==> src/rtl/mem_port_arbiter_if.sv <==
// mem_port_arbiter_if: bundles the I/D requester, memory-port and status signals of mem_port_arbiter.
// Latency: none (wires only).
// Backpressure: carries the req/done handshakes and mem_ready, so stalls pass straight through.
//
// Modports:
//   slave  - the arbiter: samples requests and memory responses, drives done/rdata/stall/mux/err.
//   master - the surrounding pipeline and memory: drive requests and responses, observe results.
interface mem_port_arbiter_if #(
    parameter int ADDR_WIDTH = 32,
    parameter int DATA_WIDTH = 32
);
    // instruction fetch side
    logic                  i_req;
    logic [ADDR_WIDTH-1:0] i_addr;
    logic                  i_done;
    logic [DATA_WIDTH-1:0] i_rdata;
    logic                  i_stall;
    // data load/store side
    logic                  d_req;
    logic                  d_we;
    logic [ADDR_WIDTH-1:0] d_addr;
    logic [DATA_WIDTH-1:0] d_wdata;
    logic                  d_done;
    logic [DATA_WIDTH-1:0] d_rdata;
    logic                  d_stall;
    // shared memory port
    logic                  mem_sel;
    logic                  mem_req;
    logic                  mem_we;
    logic [ADDR_WIDTH-1:0] mem_addr;
    logic [DATA_WIDTH-1:0] mem_wdata;
    logic                  mem_ready;
    logic [DATA_WIDTH-1:0] mem_rdata;
    // watchdog status
    logic                  err;

    modport slave (
        input  i_req, i_addr, d_req, d_we, d_addr, d_wdata, mem_ready, mem_rdata,
        output i_done, i_rdata, i_stall, d_done, d_rdata, d_stall,
               mem_sel, mem_req, mem_we, mem_addr, mem_wdata, err
    );

    modport master (
        output i_req, i_addr, d_req, d_we, d_addr, d_wdata, mem_ready, mem_rdata,
        input  i_done, i_rdata, i_stall, d_done, d_rdata, d_stall,
               mem_sel, mem_req, mem_we, mem_addr, mem_wdata, err
    );
endinterface

==> src/rtl/mem_port_arbiter.sv <==
// mem_port_arbiter: shares the single memory port between instruction fetch (I) and data access (D).
// Latency: request seen in IDLE at N -> mem_req at N+1; mem_ready at M -> done at M+1; next grant at M+2.
// Backpressure: requesters hold req and operands until their done pulse; memory stalls by holding mem_ready low.
//
// Ports: clk, reset (synchronous, active-high), bus (mem_port_arbiter_if.slave):
//   I side : i_req, i_addr -> i_done, i_rdata, i_stall
//   D side : d_req, d_we, d_addr, d_wdata -> d_done, d_rdata, d_stall
//   memory : mem_sel, mem_req, mem_we, mem_addr, mem_wdata <- mem_ready, mem_rdata; err
// Build option: define ARB_TIMEOUT_EN to enable a TIMEOUT-cycle BUSY watchdog (err is tied 0 otherwise).
module mem_port_arbiter #(
    parameter int ADDR_WIDTH   = 32,
    parameter int DATA_WIDTH   = 32,
    parameter int MAX_D_STREAK = 4,
    parameter int TIMEOUT      = 64
) (
    input  logic              clk,
    input  logic              reset,
    mem_port_arbiter_if.slave bus
);

    localparam int            SW         = $clog2(MAX_D_STREAK + 1);
    localparam logic [SW-1:0] STREAK_MAX = SW'(MAX_D_STREAK);

    // Both limits size counters and comparisons; a zero value would make the block meaningless.
    if (MAX_D_STREAK < 1 || TIMEOUT < 1) begin : g_param_check
        $error("mem_port_arbiter: MAX_D_STREAK and TIMEOUT must both be >= 1");
    end

    typedef enum logic [1:0] {
        IDLE = 2'd0,
        BUSY = 2'd1,
        RESP = 2'd2
    } state_t;

    state_t                state_q,   state_d;
    logic                  sel_q,     sel_d;
    logic [SW-1:0]         streak_q,  streak_d;
    logic                  i_done_q,  i_done_d;
    logic                  d_done_q,  d_done_d;
    logic [DATA_WIDTH-1:0] i_rdata_q, i_rdata_d;
    logic [DATA_WIDTH-1:0] d_rdata_q, d_rdata_d;
    logic                  d_wins;

`ifdef ARB_TIMEOUT_EN
    localparam int            TW       = $clog2(TIMEOUT + 1);
    localparam logic [TW-1:0] CNT_LAST = TW'(TIMEOUT - 1);

    logic [TW-1:0] cnt_q, cnt_d;
    logic          err_q, err_d;
`endif

    // Next-state and next-output logic.
    always_comb begin
        state_d   = state_q;
        sel_d     = sel_q;
        streak_d  = streak_q;
        i_done_d  = 1'b0;
        d_done_d  = 1'b0;
        i_rdata_d = i_rdata_q;
        d_rdata_d = d_rdata_q;
        d_wins    = 1'b0;
`ifdef ARB_TIMEOUT_EN
        cnt_d     = cnt_q;
        err_d     = 1'b0;
`endif

        case (state_q)
            IDLE: begin
                // D is preferred, but once it has taken MAX_D_STREAK grants in a row
                // while I was waiting, I is forced through.
                d_wins = bus.d_req & (~bus.i_req | (streak_q < STREAK_MAX));

                // The streak only measures D grants that made I wait.
                if (!bus.i_req) begin
                    streak_d = '0;
                end

                if (d_wins) begin
                    sel_d   = 1'b1;
                    state_d = BUSY;
                    if (bus.i_req && (streak_q < STREAK_MAX)) begin
                        streak_d = streak_q + 1'b1;
                    end
                end else if (bus.i_req) begin
                    sel_d    = 1'b0;
                    state_d  = BUSY;
                    streak_d = '0;
                end
`ifdef ARB_TIMEOUT_EN
                cnt_d = '0;
`endif
            end

            BUSY: begin
                if (bus.mem_ready) begin
                    state_d = RESP;
                    if (sel_q) begin
                        d_rdata_d = bus.mem_rdata;
                        d_done_d  = 1'b1;
                    end else begin
                        i_rdata_d = bus.mem_rdata;
                        i_done_d  = 1'b1;
                    end
                end
`ifdef ARB_TIMEOUT_EN
                // mem_ready takes priority over the watchdog in the final cycle.
                else if (cnt_q == CNT_LAST) begin
                    state_d = RESP;
                    err_d   = 1'b1;
                    if (sel_q) begin
                        d_rdata_d = '1;
                        d_done_d  = 1'b1;
                    end else begin
                        i_rdata_d = '1;
                        i_done_d  = 1'b1;
                    end
                end else begin
                    cnt_d = cnt_q + 1'b1;
                end
`endif
            end

            // The done pulse is visible here; no arbitration, so the finishing
            // requester can already present its next request without a double grant.
            RESP: begin
                state_d = IDLE;
            end

            default: begin
                state_d = IDLE;
            end
        endcase
    end

    always_ff @(posedge clk) begin
        if (reset) begin
            state_q   <= IDLE;
            sel_q     <= 1'b0;
            streak_q  <= '0;
            i_done_q  <= 1'b0;
            d_done_q  <= 1'b0;
            i_rdata_q <= '0;
            d_rdata_q <= '0;
`ifdef ARB_TIMEOUT_EN
            cnt_q     <= '0;
            err_q     <= 1'b0;
`endif
        end else begin
            state_q   <= state_d;
            sel_q     <= sel_d;
            streak_q  <= streak_d;
            i_done_q  <= i_done_d;
            d_done_q  <= d_done_d;
            i_rdata_q <= i_rdata_d;
            d_rdata_q <= d_rdata_d;
`ifdef ARB_TIMEOUT_EN
            cnt_q     <= cnt_d;
            err_q     <= err_d;
`endif
        end
    end

    // Memory-port muxes follow the registered select; operands come straight
    // from the requesters, which keep them stable until done.
    assign bus.mem_req   = (state_q == BUSY);
    assign bus.mem_sel   = sel_q;
    assign bus.mem_we    = sel_q & bus.d_we;
    assign bus.mem_addr  = sel_q ? bus.d_addr  : bus.i_addr;
    assign bus.mem_wdata = sel_q ? bus.d_wdata : '0;

    assign bus.i_done    = i_done_q;
    assign bus.d_done    = d_done_q;
    assign bus.i_rdata   = i_rdata_q;
    assign bus.d_rdata   = d_rdata_q;
    assign bus.i_stall   = bus.i_req & ~i_done_q;
    assign bus.d_stall   = bus.d_req & ~d_done_q;

`ifdef ARB_TIMEOUT_EN
    assign bus.err       = err_q;
`else
    assign bus.err       = 1'b0;
`endif

endmodule

==> src/flat_wrapper.sv <==
// flat-port wrapper written by rule: the top's interface ports become plain ports
module mem_port_arbiter_flat 
#(
    parameter int ADDR_WIDTH   = 32,
    parameter int DATA_WIDTH   = 32,
    parameter int MAX_D_STREAK = 4,
    parameter int TIMEOUT      = 64
)
  (clk, reset, bus_i_req, bus_i_addr, bus_d_req, bus_d_we, bus_d_addr, bus_d_wdata, bus_mem_ready, bus_mem_rdata, bus_i_done, bus_i_rdata, bus_i_stall, bus_d_done, bus_d_rdata, bus_d_stall, bus_mem_sel, bus_mem_req, bus_mem_we, bus_mem_addr, bus_mem_wdata, bus_err);
  mem_port_arbiter_if #(.ADDR_WIDTH(ADDR_WIDTH), .DATA_WIDTH(DATA_WIDTH)) bus_i ();
  input  logic clk;
  input  logic reset;
  input wire logic [$bits(bus_i.i_req)-1:0] bus_i_req;
  input wire logic [$bits(bus_i.i_addr)-1:0] bus_i_addr;
  input wire logic [$bits(bus_i.d_req)-1:0] bus_d_req;
  input wire logic [$bits(bus_i.d_we)-1:0] bus_d_we;
  input wire logic [$bits(bus_i.d_addr)-1:0] bus_d_addr;
  input wire logic [$bits(bus_i.d_wdata)-1:0] bus_d_wdata;
  input wire logic [$bits(bus_i.mem_ready)-1:0] bus_mem_ready;
  input wire logic [$bits(bus_i.mem_rdata)-1:0] bus_mem_rdata;
  output wire logic [$bits(bus_i.i_done)-1:0] bus_i_done;
  output wire logic [$bits(bus_i.i_rdata)-1:0] bus_i_rdata;
  output wire logic [$bits(bus_i.i_stall)-1:0] bus_i_stall;
  output wire logic [$bits(bus_i.d_done)-1:0] bus_d_done;
  output wire logic [$bits(bus_i.d_rdata)-1:0] bus_d_rdata;
  output wire logic [$bits(bus_i.d_stall)-1:0] bus_d_stall;
  output wire logic [$bits(bus_i.mem_sel)-1:0] bus_mem_sel;
  output wire logic [$bits(bus_i.mem_req)-1:0] bus_mem_req;
  output wire logic [$bits(bus_i.mem_we)-1:0] bus_mem_we;
  output wire logic [$bits(bus_i.mem_addr)-1:0] bus_mem_addr;
  output wire logic [$bits(bus_i.mem_wdata)-1:0] bus_mem_wdata;
  output wire logic [$bits(bus_i.err)-1:0] bus_err;
  assign bus_i.i_req = bus_i_req;
  assign bus_i.i_addr = bus_i_addr;
  assign bus_i.d_req = bus_d_req;
  assign bus_i.d_we = bus_d_we;
  assign bus_i.d_addr = bus_d_addr;
  assign bus_i.d_wdata = bus_d_wdata;
  assign bus_i.mem_ready = bus_mem_ready;
  assign bus_i.mem_rdata = bus_mem_rdata;
  assign bus_i_done = bus_i.i_done;
  assign bus_i_rdata = bus_i.i_rdata;
  assign bus_i_stall = bus_i.i_stall;
  assign bus_d_done = bus_i.d_done;
  assign bus_d_rdata = bus_i.d_rdata;
  assign bus_d_stall = bus_i.d_stall;
  assign bus_mem_sel = bus_i.mem_sel;
  assign bus_mem_req = bus_i.mem_req;
  assign bus_mem_we = bus_i.mem_we;
  assign bus_mem_addr = bus_i.mem_addr;
  assign bus_mem_wdata = bus_i.mem_wdata;
  assign bus_err = bus_i.err;
  mem_port_arbiter #(.ADDR_WIDTH(ADDR_WIDTH), .DATA_WIDTH(DATA_WIDTH), .MAX_D_STREAK(MAX_D_STREAK), .TIMEOUT(TIMEOUT)) u_core (.clk(clk), .reset(reset), .bus(bus_i));
endmodule
==> config.mk <==
export PLATFORM = sky130hd
export DESIGN_NAME = mem_port_arbiter_flat
export DESIGN_NICKNAME = d
export VERILOG_FILES = /design/src/rtl/mem_port_arbiter_if.sv /design/src/rtl/mem_port_arbiter.sv /design/src/flat_wrapper.sv
export SDC_FILE = /design/constraint.sdc
export NUM_CORES = 1
export LEC_CHECK = 0
export BUFFER_PORTS_ARGS = -buffer_cell sky130_fd_sc_hd__buf_2
export CAP_MARGIN = 5
export CORE_ASPECT_RATIO = 0.8
export CORE_UTILIZATION = 35
export CTS_CLUSTER_DIAMETER = 50
export CTS_CLUSTER_SIZE = 28
export DETAILED_ROUTE_END_ITERATION = 10
export GPL_ROUTABILITY_DRIVEN = 1
export PLACE_DENSITY_LB_ADDON = 0.05
export SLEW_MARGIN = 20
export SYNTH_ARGS = -nofsm -noshare
export SYNTH_HDL_FRONTEND = slang
export SYNTH_SLANG_ARGS = --single-unit
==> constraint.sdc <==
create_clock -name clk -period 2 [get_ports clk]
set_input_delay 0 -clock clk [delete_from_list [all_inputs] [get_ports clk]]
set_output_delay 0 -clock clk [all_outputs]
set_load 0.02 [all_outputs]
==> impl_metrics.toml, run 1 <==
[status]
status = "complete, but fails checks"
violations = "hold timing"

[global_route]
grt_util_met3_pct = 5.03
antenna_found_initial = 0
track_usage_pct = 19.4
grt_max_degree = 80
grt_pass1_wl_mm = 16.3
grt.overflow.total = 0
grt_pass1_vias = 3258
met1_usage_pct = 22.3
top_usage_layer = "met2"
use_met2_pct = 35.8

[hold_path]
hp-start = "bus_mem_rdata[20]"
hold_class = "input pin to flop"

[cts]
clk_path_buf_depth = 2
ctsResizeCount = 0
worstSkewPairLatency_ns = 0.33
cts_max_level = 3
cts_tree = "built"
clock_sinks = 72
path_clk_slew_ns = 0.06
clock-root-buffer = "clkbuf_16"
cts_buffers = 9

[synth]
syn-mean-instance-area_um2 = 10.3
yosysSeqAreaShare_pct = 39.2
netlist_area_um2 = 3680
syn-num-nets = 494
synth_cell_types = 29
synth_cells = 359
yosysWarnings = 0
ys_seq_elements = 72

[timing]
skew_ns = 0.00539
setup_viol = 0
rsz0062_at_grt = "false"
post-route-period-util_pct = 83.7
fmax_ghz = 0.597
hold_ws_ns = -0.00377
hold_viol_final = 1
setup_ws_ns = 0.325
maxSlewViolCount = 0
tns_ns = 0
min_period_ns = 1.67

[setup_path]
end_kind = "output pin"
startpoint = "u_core.bus.mem_sel"
critPathKind = "flop to output pin"
worstPathArrival_ns = 1.67
required_ns = 2.00
critical_path.startpoint_type = "flop"
cp_max_fo = 57
r2r-start = "u_core.state_q[0]"

[finish]
num_antenna_cells = 0
syn_to_final_growth_pct = 55.4
nNetsFinal = 779
final_layout_size_suffix_gt1_share_pct = 48.8
stdcell_area_um2 = 5720

[floorplanning]
core_um2 = 10200
dieWidth_um = 117
die-area_um2 = 10900
die_y_um = 93.7
io_pins = 270
floorplan.initialDensity_pct = 35.9
row_count = 33

[detailed_routing]
vias_per_cell = 4.35
drtAntennaViolNets = 0
vias = 3429
dr.pass1.iters = 4
route.detailed.drc = 0
drtIter0Drc = 85
totalWireLength_mm = 11.0
post_drt_wl_per_cell_um = 13.9

[placed_design]
dp_slack_ns = 0.579
hpwl_mm = 8.12
place_congestion = 0.738
place_area_um2 = 5090
place.port_buffers = 268

[power]
power.leakage_nw = 2.94
ir_drop_uv = 359
power_density_nw_per_um2 = 724

[flow_run]
maxCapViolations = 0
==> logic make-up (layout without fill, tap and decap cells) <==
group / after synthesis / in the layout / synth area share (%)
mux: 96 / 96 / 27.2
flops: 72 / 72 / 39.2
simple gates: 151 / 151 / 26.4
fa+ha+maj: 1 / 1 / 0.340
other cells: 1 / 1 / 0.102
compound gates: 5 / 5 / 1.19
buf+inv: 33 / 323 / 5.61
==> stage by stage <==
stage               hold slack (ns)  cells  total power, mW  util (%)
floorplan                     0.145    359             2.09         -
global placement              0.283    742             2.40      49.7
detailed placement            0.296    742             2.41      49.7
CTS                        0.000459    789             4.19      55.9
global route                 0.0194    789             4.32      55.9
finish                     -0.00377    789             4.14      55.9
==> state kept, by name, summed over array words and instances (netlist names) <==
name,flops
u_core.bus.d_rdata,32
u_core.bus.mem_sel,1
u_core.state_q,2
u_core.bus.i_done,1
u_core.bus.d_done,1
u_core.bus.i_rdata,32
u_core.streak_q,3
==> Yosys cell counts (all sizes together) <==
library cell,n,area (µm²)
nor3,2,10.0
and2,33,206
buf,18,150
nand4bb,1,11.3
nand2,2,7.51
o32ai,2,17.5
o311a,1,10.0
and4bb,1,12.5
nor2b,4,25.0
dfxtp,72,1440
ha,1,12.5
a32o,1,10.0
and4b,1,10.0
or4b,2,20.0
clkbuf,13,48.8
or4,1,7.51
nand4b,1,23.8
inv,2,7.51
o22ai,1,6.26
nand2b,97,607
or3b,1,8.76
nor2,4,15.0
nand3b,1,7.51
conb,1,3.75
mux2,32,360
mux2i,64,641
==> final cells by class <==
type	instances	area, µm²
well taps	140	175
clock buffers	10	229
flip-flops and latches	72	1440
inverters	2	7.51
repair buffers	305	1730
multi-input cells	254	2040
clock inverters	6	92.6
fillers	961	4520
==> cells in the final DEF (no fill, tap or decap), drive strengths merged <==
cell,count
clkinv,1
clkbuf,10
mux2i,64
and2,33
nor2,4
nand4bb,1
dfxtp,72
nand2,2
o311a,1
clkinvlp,2
nor3,2
or4,1
nand3b,1
and4bb,1
conb,1
nand4b,1
o22ai,1
inv,3
buf,274
or3b,1
ha,1
nor2b,4
dlygate4sd3,31
a32o,1
mux2,32
and4b,1
o32ai,2
nand2b,97
bufinv,2
or4b,2
==> final timing paths <==
check,slack (ns),cells after the start,end
max,0.33,3,bus_mem_addr[11]
min,-0.004,3,u_core.bus.d_rdata[20]
max reg2reg,0.59,3,u_core.bus.d_rdata[14]
min reg2reg,0.47,2,u_core.bus.d_rdata[18]
==> critical path: stages, from the launching register on <==
cell	delay (ns)
dfxtp_2	0.48
buf_12	0.28
mux2_2	0.40
buf_2	0.17
==> per-layer routing <==
layer	wire, µm	up-vias
li1	-	1763
met1	4680	1535
met2	5540	121
met3	657	10
met4	93	0
met5	0	-
==> where the power goes <==
part           internal, mW  switching [mW]
combinational         0.425           0.468
sequential             1.49          0.0394
clock                  1.10           0.623
total                  3.01            1.13
==> timing repair <==
action | in CTS | in global routing
setup buffers | 0 | 0
hold buffers | 31 | 0
endpoints found under the hold margin | 62 | 0
Power figures use the tool's default switching activity.
==> run 2: changes to the inputs <==
ABC_AREA = 1   (was default)
CORE_AREA = 2 2 104 106   (was default)
CORE_ASPECT_RATIO = default   (was 0.8)
CORE_UTILIZATION = default   (was 35)
DIE_AREA = 0 0 106 108   (was default)
clock period = 1.45 ns   (was 2 ns; I/O delays follow)
==> impl_metrics.toml, run 2 <==
[timing]
setup_ws_ns = -0.0367
tns_ns = -0.102
hold_viol_final = 0
setup_viol = 11
post-route-period-util_pct = 103
min_period_ns = 1.49
rsz0062_at_grt = "true"
maxSlewViolCount = 0
skew_ns = 0.00583
fmax_ghz = 0.673

[cts]
cts_tree = "built"
path_clk_slew_ns = 0.07
clock-root-buffer = "clkbuf_8"
cts_max_level = 3
cts_buffers = 9
worstSkewPairLatency_ns = 0.34
clk_path_buf_depth = 2
clock_sinks = 72
postCtsSetupBuffers = 0

[setup_path]
critPathKind = "flop to output pin"
r2r_cells = 5
required_ns = 1.45
end_kind = "output pin"
critical_path.startpoint_type = "flop"
cp_max_fo = 22
worstPathArrival_ns = 1.49

[placed_design]
place_congestion = 0.831
hpwl_mm = 9.46
dp_slack_ns = 0.213
place.port_buffers = 268
placed_cells = 824

[synth]
netlist_area_um2 = 3300
yosys-top-cells-count = "nand2_1 (74), dfxtp_1 (72), nor2_1 (72)"
synth.most_common_cell = "nand2_1"
ys_seq_elements = 72
synthTopCellsByArea = "dfxtp_1 (44%), mux2_2 (11%), nand2_1 (8.4%)"
synth_ff_type = "dfxtp_1"
yosysTopAreaCellShare_pct = 43.6
synth_cell_types = 20
yosysWarnings = 0
syn-num-nets = 576
synthArstFlopShare_pct = 0
yosysSeqAreaShare_pct = 43.6
synth_cells = 441
synth_edf_count = 0
synth_top_area_cell = "dfxtp_1"
syn-mean-instance-area_um2 = 7.49

[global_route]
grt.overflow.total = 0
track_usage_pct = 20.9
antenna_found_initial = 0
grt_max_degree = 34
grt_pass1_wl_mm = 18.9
grt_pass1_vias = 3773

[finish]
instances_no_fill = 875
nFillCells = 1014
num_antenna_cells = 0
final_common_cell = "buf_2"
syn_to_final_growth_pct = 65.2
final_layout_size_suffix_gt1_share_pct = 45.5
fin_util_pct = 53.3
nNetsFinal = 869
layout_common_cells = "buf_2 (255), nand2_1 (74), nor2_1 (72)"

[power]
p_int_mw = 3.50
combPwrFrac_pct = 28.1
power_switching_mw = 1.57
p_sw_share_pct = 30.9
power_density_nw_per_um2 = 929
power.leakage_nw = 2.93
pwr-share-seq_pct = 41.7
pwr-share-clk_pct = 30.2
ir_drop_uv = 347

[floorplanning]
die-area_um2 = 11400
die_y_um = 108
floorplan.initialDensity_pct = 32.3
dieWidth_um = 106
io_pins = 270
core_um2 = 10200
row_count = 37

[flow_run]
maxCapViolations = 0

[detailed_routing]
drtAntennaViolNets = 0
totalWireLength_mm = 12.5
drtIter0Drc = 164
post_drt_wl_per_cell_um = 14.3
vias = 3910
dr.pass1.iters = 5
route.detailed.drc = 0
vias_per_cell = 4.47

[status]
status = "complete, but fails checks"
violations = "setup timing"

[hold_path]
hold_class = "input pin to flop"
whs_path_depth = 2
-- run 2: cell types whose count changed in the layout (fill, tap and decap cells not counted), moves of 10 or more --
cell	before	now
o21ai_1	0	29
a21oi_1	0	37
and2_1	33	0
buf_4	3	14
mux2i_1	64	0
nand2b_1	97	0
buf_2	268	255
buf_6	0	10
clkbuf_8	0	11
nand4_1	0	34
nor2_1	4	72
nand2_1	2	74
inv_1	2	39
-- run 2: final timing paths --
path	slack, ns	start	endpoint
worst max register to register	0.19	u_core.state_q[1]	u_core.bus.d_rdata[2]
worst min-delay path	0.01	reset	u_core.bus.mem_sel
worst min register to register	0.46	u_core.bus.d_rdata[30]	u_core.bus.d_rdata[30]
worst max-delay path	-0.04	u_core.bus.mem_sel	bus_mem_addr[13]
-- run 2: through the flow --
step	hold slack [ns]	instance area (µm²)	total power, mW
floorplan	0.115	3300	2.90
global placement	0.252	4780	3.42
detailed placement	0.259	4780	3.43
CTS	0.00636	5390	5.07
global route	0.0171	5460	5.33
finish	0.0140	5460	5.07
-- run 2: logic make-up (layout without fill, tap and decap cells) --
family / count (synthesis) / count (layout) / synth area share (%)
flops: 72 / 72 / 43.6
mux: 32 / 32 / 10.9
buf+inv: 78 / 376 / 10.0
simple gates: 186 / 186 / 24.2
other cells: 1 / 1 / 0.114
fa+ha+maj: 1 / 1 / 0.379
compound gates: 71 / 71 / 10.8
-- run 2: routing by layer --
metal  vias up  wire length [µm]  global-route usage (%)
li1       2019                 -                       -
met1      1730              4960                    23.5
met2       149              6610                    39.4
met3        12               843                    5.00
met4         0               130                    6.02
met5         -                 0                       0
-- run 2: area by class of cell --
class | instances | area (µm²) | share of cell area [%]
clock buffers | 14 | 184 | 3.37
clock inverters | 2 | 10.0 | 0.183
well taps | 136 | 170 | 3.12
flip-flops and latches | 72 | 1450 | 26.5
repair buffers | 317 | 1930 | 35.3
multi-input cells | 291 | 1560 | 28.6
inverters | 43 | 161 | 2.96
-- run 2: worst max-delay path: stages (launching register included) --
cell	delay [ns]
dfxtp_4	0.41
buf_12	0.17
mux2_2	0.38
buf_4	0.17
-- run 2: repair_timing --
| item | 4_1_cts | 5_1_grt |
|---|---|---|
| setup endpoints to repair | 53 | 54 |
| hold endpoints to repair | 68 | 0 |
| resized for setup | 12 | 21 |
| gates cloned | 1 | 0 |
| hold buffers | 34 | 0 |
-- run 2: power groups by stage --
stage | logic (mW) | clock network [mW] | registers [mW]
floorplan | 0.650 | 0 | 2.25
global placement | 1.27 | 0 | 2.15
detailed placement | 1.28 | 0 | 2.16
CTS | 1.39 | 1.57 | 2.11
global route | 1.53 | 1.67 | 2.13
finish | 1.42 | 1.53 | 2.11
==> run 3: changes to the inputs <==
ABC_AREA = default   (was 1)
CELL_PAD_IN_SITES_DETAIL_PLACEMENT = 0   (was default)
CELL_PAD_IN_SITES_GLOBAL_PLACEMENT = 2   (was default)
CORE_AREA = default   (was 2 2 104 106)
CORE_ASPECT_RATIO = 0.8   (was default)
CORE_UTILIZATION = 20   (was default)
DIE_AREA = default   (was 0 0 106 108)
==> impl_metrics.toml, run 3 (same netlist as run 1, synthesis figures left out) <==
[status]
status = "finished, final reports clean"

[timing]
min_period_ns = 1.40
rsz0062_at_grt = "true"
fmax_ghz = 0.712
setup_viol = 0
post-route-period-util_pct = 96.9
maxSlewViolCount = 0
setup_ws_ns = 0.0450
hold_viol_final = 0
skew_ns = 0.00738
tns_ns = 0
hold_ws_ns = 0.0444

[detailed_routing]
vias = 3504
drtAntennaViolNets = 0
totalWireLength_mm = 12.5
vias_per_cell = 3.96
route.detailed.drc = 0
drtIter0Drc = 103
wl_met2_mm = 6.45
dr.pass1.iters = 4
post_drt_wl_per_cell_um = 14.1
highest_layer = "met4"
route.layer.met1.wl_mm = 5.05
dr_wl_met3_um = 834

[power]
power_mw = 5.52
power_density_nw_per_um2 = 922
ir_drop_uv = 430
power.leakage_nw = 3.02

[hold_path]
hold_class = "input pin to flop"
whs_endpoint = "u_core.bus.d_done"
hp-start = "reset"
whs_path_depth = 2

[global_route]
grt_max_degree = 40
antenna_found_initial = 0
grt_pass1_wl_mm = 18.6
grt.overflow.total = 0
grt_pass1_vias = 3515
track_usage_pct = 12.9

[cts]
clock-root-buffer = "clkbuf_16"
clock_sinks = 72
path_clk_slew_ns = 0.06
cts_buffers = 9
worstSkewPairLatency_ns = 0.33
cts_tree = "built"
cts_max_level = 3
clk_path_buf_depth = 2

[floorplanning]
dieWidth_um = 154
io_pins = 270
die-area_um2 = 19000
core_um2 = 17600
die_y_um = 123
row_count = 43
floorplan.initialDensity_pct = 20.9

[setup_path]
critical_path.startpoint_type = "flop"
end_kind = "output pin"
cp_max_fo = 8
reg2reg_to = "u_core.bus.d_rdata[21]"
startpoint = "u_core.bus.mem_sel"
critPathKind = "flop to output pin"
r2r-start = "u_core.bus.mem_sel"
required_ns = 1.45
worstPathArrival_ns = 1.40
r2r_slack_ns = 0.12
r2r_cells = 4

[placed_design]
place_area_um2 = 5220
hpwl_mm = 9.12
place_congestion = 0.729
dp_slack_ns = 0.168
placed_cells = 829
place.port_buffers = 268

[finish]
num_antenna_cells = 0
fin_util_pct = 33.9
final_layout_size_suffix_gt1_share_pct = 49.1
nNetsFinal = 790
instances_no_fill = 885
final_common_cell = "buf_2"
syn_to_final_growth_pct = 62.6
nFillCells = 1889
stdcell_area_um2 = 5990
layout_common_cells = "buf_2 (258), nand2b_1 (97), dfxtp_1 (71)"

[flow_run]
maxCapViolations = 0
run 3: cell type report:
cell class              count  area (µm²)  share of cell area (%)
inverters                   2        7.51                   0.125
well taps                 225         282                    4.70
multi-input cells         254        2040                    34.0
repair buffers            316        1940                    32.4
clock buffers              10         229                    3.82
clock inverters             6        45.0                   0.752
flip-flops and latches     72        1450                    24.1
run 3: worst max path at each step:
| stage | to | slack [ns] | cells past startpoint |
|---|---|---|---|
| 2_1_floorplan | bus_mem_addr[10] | 0.05 | 4 |
| 3_3_place_gp | u_core.streak_q[0] | 0.19 | 3 |
| 3_5_place_dp | u_core.bus.i_rdata[17] | 0.17 | 3 |
| 4_1_cts | bus_mem_addr[13] | 0.02 | 3 |
| 5_1_grt | bus_mem_addr[31] | -0.02 | 3 |
| 6_report | bus_mem_addr[26] | 0.05 | 3 |
run 3: power by group:
| group | internal, mW | leakage (nW) | switching [mW] | total (mW) |
|---|---|---|---|---|
| clock | 1.17 | 0.137 | 0.898 | 2.07 |
| sequential | 2.05 | 0.584 | 0.0484 | 2.10 |
| combinational | 0.674 | 2.30 | 0.683 | 1.36 |
run 3: routing by layer:
layer,GRT usage (%),vias up
met5,0,-
met4,3.94,0
met3,4.21,11
met2,24.3,126
met1,13.7,1583
li1,-,1784
run 3: worst max-delay path, cell delays in order, from the launching register on:
cell and delay, ns:
dfxtp_4 0.42, clkbuf_16 0.18, mux2_2 0.33, buf_2 0.16
run 3: what timing repair did:
item,in CTS,in global routing
gates cloned,2,1
endpoints found under the setup margin,32,36
endpoints found under the hold margin,67,0
hold buffers,35,0
buffers inserted,1,1
resized for setup,3,15
